===== config.mk =====
export PLATFORM = sky130hd
export DESIGN_NAME = sync_stable_filter
export DESIGN_NICKNAME = d
export VERILOG_FILES = /design/src/rtl/sync_stable_filter.sv
export SDC_FILE = /design/constraint.sdc
export NUM_CORES = 1
export LEC_CHECK = 0
export CORE_AREA = 5 5 42 44
export DETAILED_ROUTE_END_ITERATION = 8
export DIE_AREA = 0 0 47 49
export GPL_TIMING_DRIVEN = 0
export SLEW_MARGIN = 20
export SYNTH_ARGS = -nofsm -noshare
export SYNTH_HDL_FRONTEND = slang
export SYNTH_SLANG_ARGS = --single-unit

===== constraint.sdc =====
create_clock -name clk -period 1.4 [get_ports clk]
set_input_delay 0.28 -clock clk [delete_from_list [all_inputs] [get_ports clk]]
set_output_delay 0.28 -clock clk [all_outputs]
set_load 0.01 [all_outputs]

===== src/rtl/sync_stable_filter.sv =====
// Two-flop synchroniser for the rippling count bus followed by a run-length filter
// that flags the cycle on which a synced value has been seen STABLE times in a row.
module sync_stable_filter #(
    parameter int W      = 3,
    parameter int STABLE = 2
) (
    input  logic         clk,
    input  logic         rst_n,
    input  logic [W-1:0] raw,
    output logic [W-1:0] value,
    output logic         hit
);

    localparam int RUN_W = $clog2(STABLE + 1);
    localparam logic [RUN_W-1:0] RUN_MAX = RUN_W'(STABLE);

    logic [W-1:0]     sync1;
    logic [W-1:0]     sync2;
    logic [W-1:0]     cand;
    logic [RUN_W-1:0] run;
    logic [RUN_W-1:0] run_next;
    logic             same;

    // The run saturates at STABLE so a held value produces exactly one hit.
    always_comb begin
        same  = (sync2 == cand);
        value = sync2;
        if (!same) begin
            run_next = RUN_W'(1);
        end else if (run == RUN_MAX) begin
            run_next = run;
        end else begin
            run_next = run + RUN_W'(1);
        end
        hit = (run_next == RUN_MAX) && !(same && (run == RUN_MAX));
    end

    always_ff @(posedge clk or negedge rst_n) begin
        if (!rst_n) begin
            sync1 <= '0;
            sync2 <= '0;
            cand  <= '0;
            run   <= '0;
        end else begin
            sync1 <= raw;
            sync2 <= sync1;
            cand  <= sync2;
            run   <= run_next;
        end
    end

endmodule


* Word-level counts from Yosys, hierarchy flattened
Index checks and enable logic that the tools add are counted.
** Cells by class
- Eq/ne operators :: 3
- $add $sub $neg :: 1
- Mux-type cells :: 2
- Reduce and logical (&&, ||, !) cells :: 3
** Operators by type and width (count)
- 2-bit equality test (second input constant) :: 2
- 2-bit 2-to-1 mux :: 2
- 3-bit equality test :: 1
- 2-bit by 1-bit adder with 2-bit output (second input constant) :: 1
- 1-bit logical AND :: 2
- 1-bit logical NOT :: 1
** Word-level totals
- Flip-flop bits (word level) :: 11
- Output and inout bits :: 4
- Bits of input ports :: 5
- Logic and storage cells :: 13

* Longest topological paths before layout
Gate-level depths: netlist (run 1).
- Depth in word-level cells :: 5
- Gate-level depth with buffers :: 4
- Depth with buffers taken out :: 4

* Worst setup path after synthesis (run 1)
Ideal clock, no wire load.
- Path kind :: reg2out
- From :: reg run[1]
- To :: out hit
- Cell stages (with the launch flop) :: 5
- Slack :: -0.291 ns
- Path buffers :: 0
- Data arrival time :: 1.411 ns
- Cell sequence :: dfrtp_1 inv_1 ha_1 or3b_2 nor4_1
** Between the ends
- Cells in the longest elaborated chain, start to end :: 5
- Elaborated cells between the ends (all ways) :: 8
- Those cells by class :: add/sub: 1; eq/ne: 2; mux: 2; reduce/logical: 3
** RTL lines
- start: declaration :: line 20 : logic [RUN_W-1:0] run;
- start signal: assignment :: line 48 : run <= run_next;
- 2-bit by 1-bit adder with 2-bit output or 2-bit equality test (tied branches) :: line 33, 30, 35
- 2-bit 2-to-1 mux :: line 30 : end else if (run == RUN_MAX) begin
- 2-bit 2-to-1 mux :: line 28 : if (!same) begin
- 2-bit equality test :: line 35 : hit = (run_next == RUN_MAX) && !(same && (run == RUN_MAX));
- 1-bit logical AND (*) :: line 35
- end: declaration :: line 11 : output logic hit
Mark *: on every way between the ends. The rest lies on a longest branch, timed or not.

* Final worst setup path (run 1)
Ends and elaborated chain as after synthesis.

==> results of run 1 <==
cells in the mapped netlist, drive strengths merged:
master  instances  area, sq um
dfrtp          11          275
ha              2         25.0
inv             2         7.51
or3b            1         8.76
nor4b           1         8.76
xor2            3         26.3
or4             1         7.51
nor4            1         6.26
layout make-up:
type / instances / area, sq um / share of cell area [%]
inverters: 2 / 7.51 / 1.46
multi-input cells: 9 / 113 / 22.0
clock buffers: 4 / 26.3 / 5.12
well taps: 16 / 20.0 / 3.90
repair buffers: 8 / 71.3 / 13.9
flip-flops and latches: 11 / 275 / 53.7
what timing repair did:
item | in CTS | in global routing
pin swaps | 2 | 1
hold buffers | 0 | 0
gates resized for setup | 7 | 2
cloned | 0 | 0
setup endpoints to repair | 4 | 1
report_power, final:
part           leakage (nW)  switching, W  internal, W  total [W]
registers             0.128    0.00000875     0.000336   0.000344
logic                0.0881     0.0000370    0.0000409  0.0000779
clock network        0.0150     0.0000929     0.000110   0.000203
cell families after synthesis:
group | synth area share (%)
DFF | 75.3
xor gates and xnor gates | 7.19
buffers and inverters | 2.06
adders and majority gates | 6.85
and+or+nand+nor | 8.56
cells in the final DEF, fill, tap and decap left out:
| cell | synthesis | final |
|---|---|---|
| nor4b_1 | 1 | 1 |
| clkdlybuf4s50_1 | 0 | 4 |
| or3b_4 | 0 | 1 |
| dlygate4sd2_1 | 0 | 3 |
| clkbuf_4 | 0 | 3 |
| buf_2 | 0 | 1 |
| ha_4 | 0 | 1 |
| inv_1 | 2 | 1 |
| nor4_4 | 0 | 1 |
| inv_2 | 0 | 1 |
| xor2_1 | 3 | 3 |
| ha_1 | 2 | 1 |
| clkbuf_1 | 0 | 1 |
| dfrtp_1 | 11 | 11 |
| or4_1 | 1 | 1 |
flip-flops by register name, summed over array words and instances (netlist names):
register,cells
value,3
sync1,3
cand,3
run,2
per-stage QoR:
step	TNS, ns	total power (W)	setup WS (ns)
2_1_floorplan	-0.135	0.000393	-0.135
3_3_place_gp	-0.650	0.000426	-0.650
3_5_place_dp	-0.683	0.000431	-0.683
4_1_cts	-0.497	0.000636	-0.497
5_1_grt	-0.555	0.000668	-0.555
6_report	-0.453	0.000625	-0.453
worst max path at each step:
| stage | slack [ns] | cells past startpoint | from | end |
|---|---|---|---|---|
| after detailed placement | -0.68 | 5 | run[0] | hit |
| final | -0.45 | 5 | run[1] | hit |
| after global placement | -0.65 | 5 | run[1] | hit |
| after global routing | -0.55 | 5 | run[1] | hit |
| after CTS | -0.50 | 5 | run[1] | hit |
| after floorplan | -0.13 | 4 | run[1] | hit |
worst max-delay path, cell delays in order (launching register included):
cell,delay (ns)
dfrtp_1,0.36
inv_2,0.05
ha_4,0.25
or3b_4,0.37
nor4_4,0.12
buf_2,0.16
routing by layer:
layer | vias up | global-route usage [%] | share of wire [%]
met2 | 7 | 9.28 | 51
li1 | 97 | - | -
met3 | 0 | 3.32 | 7.3
met5 | - | 0 | 0
met1 | 98 | 5.73 | 42
met4 | 0 | 6.91 | 0
==> metrics.md, run 1 <==
| Metric | Value |
|---|---|
| R2r setup slk | 0.15 ns |
| Startpoint types | register |
| Initial DRT Pass Iterations | 1 |
| Min Tclk post-route | roughly 1.9 ns |
| PortBufs | 8 |
| Power Density | 1220 nW/um^2 |
| DP Cell Count | 46 |
| Final wirelength | between 500 and 600 um |
| Final ANT Viol Nets | 0 |
| DR vias | about 200 |
| FF-to-FF path depth | 2 |
| Failing checks | negative setup slack |
| CTS tree | done |
| WP data arrival | ~1.6 ns |
| Vias per cell | 4.04 |
| Ys Warns | 0 |
| Clk_skew | 0.000759 ns |
| Crit end category | output port |
| Vias in the first global route | around 240 |
| Fin. max-slew vios | 0 |
| Pin count of the biggest net entering global routing | 12 |
| Post-layout net count | 42 |
| Post-Syn Nets | 29 |
| Register area share after synthesis | 75.3% |
| Crit Reg-Reg Startpoint | value[2] |
| Clock net sink count | 11 |
| RR Endpoint | run[0] |
| I/O pins | 9 |
| Global route overflow | 0 |
| GP Congestion | 0.664 |
| CP required | 1.12 ns |
| Global Route Usage Sum | 6.42% |
| Die Width | approximately 47 um |
| Fmax | 540 MHz |
| HP Class | primary input to asynchronous set/reset pin |
| Clk buf depth | 2 |
| Fin Hold WS | 0.342 ns |
| Period utilization | 132% |
| Fin area | around 510 sq um |
| Synth cell types | 8 |
| Number of max-cap violations | 0 |
| Final Util | a little over a third |
| CTS root buf | clkbuf_4 |
| WS Path Type | register to output port |
| Final hold viol count | 0 |
| Post CTS Setup Buffer Count | 0 |
| ANT cells | 0 |
| Synth Area per Inst | 16.6 sq um |
| Die footprint | 2300 sq um |
| Starting DRT DRC Count | 0 |
| FILL cells | around 150 |
| Total CTS buffers | 3 |
| Finish-stage setup viols | 1 |
| Initial core utilization | between 20% and 30% |
| Run status | finished, violations left |
| Die Height | 49 um |
| Post-Syn Instances | 22 |
| Leakage | 0.231 nW |
| RSZ-0062 raised after global routing | true |
| Critical Path Fanout Max | 2 |
| Layout overhead on the synthesized area | 40.4% |
| Max rail drop VDD | 0.461 mV |
| Post-route DRC | 0 |
| Yosys reg bits | 11 |
| Worst Max-Slew Pin Slew | 0.470 ns |
| Final worst setup slack | -0.453 ns |
| First-pass GRT wire length | 959 um |
| Core area | between 1000 and 1500 sq um |
| Syn Std Cell Area | 365 sq um |
| Non-filler instance count after layout | 50 |
| Slew headroom | 68.6% |
| Layout cells sized above 1 | 23.5% |
| H-tree Lvls | 1 |
| Worst-Skew Late Latency | 0.26 ns |
| Initial antenna violation count | 0 |
| WL per Instance | 10.4 um |
| Site row count | 14 |
| Clock Pin Slew Worst Setup and Hold Paths | 0.06 ns |
| Placed cell area | 483 sq um |
| DP HPWL | between 400 and 500 um |
Note: power is estimated with default switching activity, not from simulation.
==> inputs of run 2 (changes only) <==
- CTS_BUF_LIST: not set -> sky130_fd_sc_hd__clkbuf_16
- PLACE_DENSITY: not set -> 0.6
==> run 2 against run 1 <==
The run still ends with negative setup slack left. First-iteration DRC count rose by 1. Core utilization rose by 3.8 points. Clock power rose by 150%. Highest routed layer unchanged. Count of clock-buffer cells in the layout fell by 1. Flip-flop and latch count did not move. Clock skew rose by 0.0013 ns. Cell count did not move. Hold slack improved by 0.014 ns. Via count rose by 4.0%. Die area did not move. Cell area rose by 10%.
==> metrics.md, run 2 (synthesis gave the netlist of run 1 again) <==
| Metric | Value |
|---|---|
| Run status | finished, violations left |
| Failing checks | negative setup slack |
| Clock Pin Slew Worst Setup and Hold Paths | 0.04 ns |
| Die footprint | 2300 sq um |
| Fin area | 566 sq um |
| Vias per cell | 4.20 |
| Sw Pwr | 0.000174 W |
| Clock net sink count | 11 |
| Logic pwr share | 8.5% |
| Slowest stage cell on the critical path | or3b_4 |
| Initial DRT Pass Iterations | 2 |
| Most common cell after layout, fill and taps aside | dfrtp_1 |
| I/O pins | 9 |
| Fmax | around 550 MHz |
| Sequential share of power | 37.5% |
| Critical Path Fanout Max | 2 |
| Total CTS buffers | 3 |
| Global Route Usage Sum | 6.93% |
| Core area | 1400 sq um |
| WS Path Type | register to output port |
| Post-layout net count | 42 |
| RSZ-0062 raised after global routing | true |
| HP Class | register to register |
| WP data arrival | 1.55 ns |
| Final hold viol count | 0 |
| Max rail drop VDD | ~0.73 mV |
| Die Height | 49 um |
| Cells along the critical path | inv_2, ha_4, or3b_4, nor4_4, buf_2 |
| Crit end category | output port |
| Leakage | approximately 0.26 nW |
| Pin count of the biggest net entering global routing | 12 |
| Fin Hold WS | 0.356 ns |
| Setup TNS | -0.426 ns |
| First-pass GRT wire length | 1040 um |
| Power Density | roughly 1600 nW/um^2 |
| Clk pwr share | 54.0% |
| Critical path's largest stage delay | around 0.37 ns |
| DR vias | 210 |
| CP required | 1.12 ns |
| Finish-stage setup viols | 1 |
| Final Util | 40.4% |
| Layout overhead on the synthesized area | 54.8% |
| Initial antenna violation count | 0 |
| Min Tclk post-route | approximately 1.8 ns |
| Die Width | 47 um |
| CTS tree | done |
| Initial core utilization | between 20% and 30% |
| H-tree Lvls | 1 |
| FILL cells | roughly 140 |
| ANT cells | 0 |
| Layout cells sized above 1 | 26.5% |
| Startpoint types | register |
| Site row count | 14 |
| GP Congestion | 0.664 |
| Final wirelength | about 580 um |
| Slew headroom | 68.0% |
| Worst Max-Slew Pin Slew | around 0.48 ns |
| Int Power | about 0.00075 W |
| DP HPWL | 414 um |
| Post-route DRC | 0 |
| CTS root buf | clkbuf_16 |
| Placed cell area | 483 sq um |
| WL per Instance | 11.5 um |
| Vias in the first global route | 256 |
| Final worst setup slack | -0.426 ns |
| Worst-Skew Late Latency | 0.23 ns |
| Fin. max-slew vios | 0 |
| Clk_skew | 0.00206 ns |
| Global route overflow | 0 |
| PortBufs | 8 |
| Switching Share | 18.8% |
| Number of max-cap violations | 0 |
| Starting DRT DRC Count | 1 |
| Commonest non-fill, non-tap cells in the layout | dfrtp_1 (11), clkdlybuf4s50_1 (4), xor2_1 (3), clkbuf_16 (3), dlygate4sd2_1 (3) |
| Clk buf depth | 2 |
| Final ANT Viol Nets | 0 |
| Period utilization | 130% |
[run 2: power by group through the flow]
stage               clock [W]  sequential, W  combinational (W)
finish               0.000500       0.000347          0.0000788
global route         0.000535       0.000348          0.0000897
CTS                  0.000515       0.000347          0.0000756
detailed placement          0       0.000350          0.0000808
global placement            0       0.000349          0.0000772
floorplan                   0       0.000351          0.0000424
[run 2: layout make-up]
class                   instances  area (sq um)  area share, %
clock buffers                   3          75.1           13.3
clock inverters                 1          3.75          0.664
inverters                       2          7.51           1.33
multi-input cells               9           113           19.9
flip-flops and latches         11           275           48.7
well taps                      16          20.0           3.54
repair buffers                  8          71.3           12.6
[run 2: what timing repair did]
action	CTS	global route
hold buffers	0	0
setup endpoints to repair	4	1
gates resized for setup	8	2
pin swaps	2	1
buffers inserted	0	0
cloned	0	0
endpoints found under the hold margin	0	0
[run 2: routing by layer]
layer | track usage [%] | part of all wire (%) | wire length (um)
met1 | 5.75 | 37 | 212
met2 | 10.9 | 55 | 316
met3 | 4.43 | 8.5 | 49
met4 | 5.53 | 0 | 0
met5 | 0 | 0 | 0
[run 2: worst paths after layout]
path / slack (ns) / end / start / depth (start not counted)
worst min-delay path: 0.36 / value[2] / sync1[2] / 0
max in group asynchronous: 0.70 / cand[1] / rst_n / 1
min in group asynchronous: 0.38 / sync1[0] / rst_n / 1
worst max-delay path: -0.43 / hit / run[1] / 5
worst min register to register: 0.36 / value[2] / sync1[2] / 0
worst max register to register: 0.14 / run[0] / value[2] / 2
[run 2: worst max-delay path, delay by kind of cell (launching register included)]
family                     cells  cell delay [ns]
DFF                            1             0.35
and+or+nand+nor                2             0.49
buffers and inverters          2             0.21
adders and majority gates      1             0.25
[run 2: through the flow]
stage / setup slack, ns / instances / total power (W)
6_report: -0.426 / 50 / 0.000926
5_1_grt: -0.508 / 50 / 0.000973
4_1_cts: -0.459 / 50 / 0.000937
3_5_place_dp: -0.683 / 46 / 0.000431
3_3_place_gp: -0.650 / 46 / 0.000426
2_1_floorplan: -0.135 / 22 / 0.000393
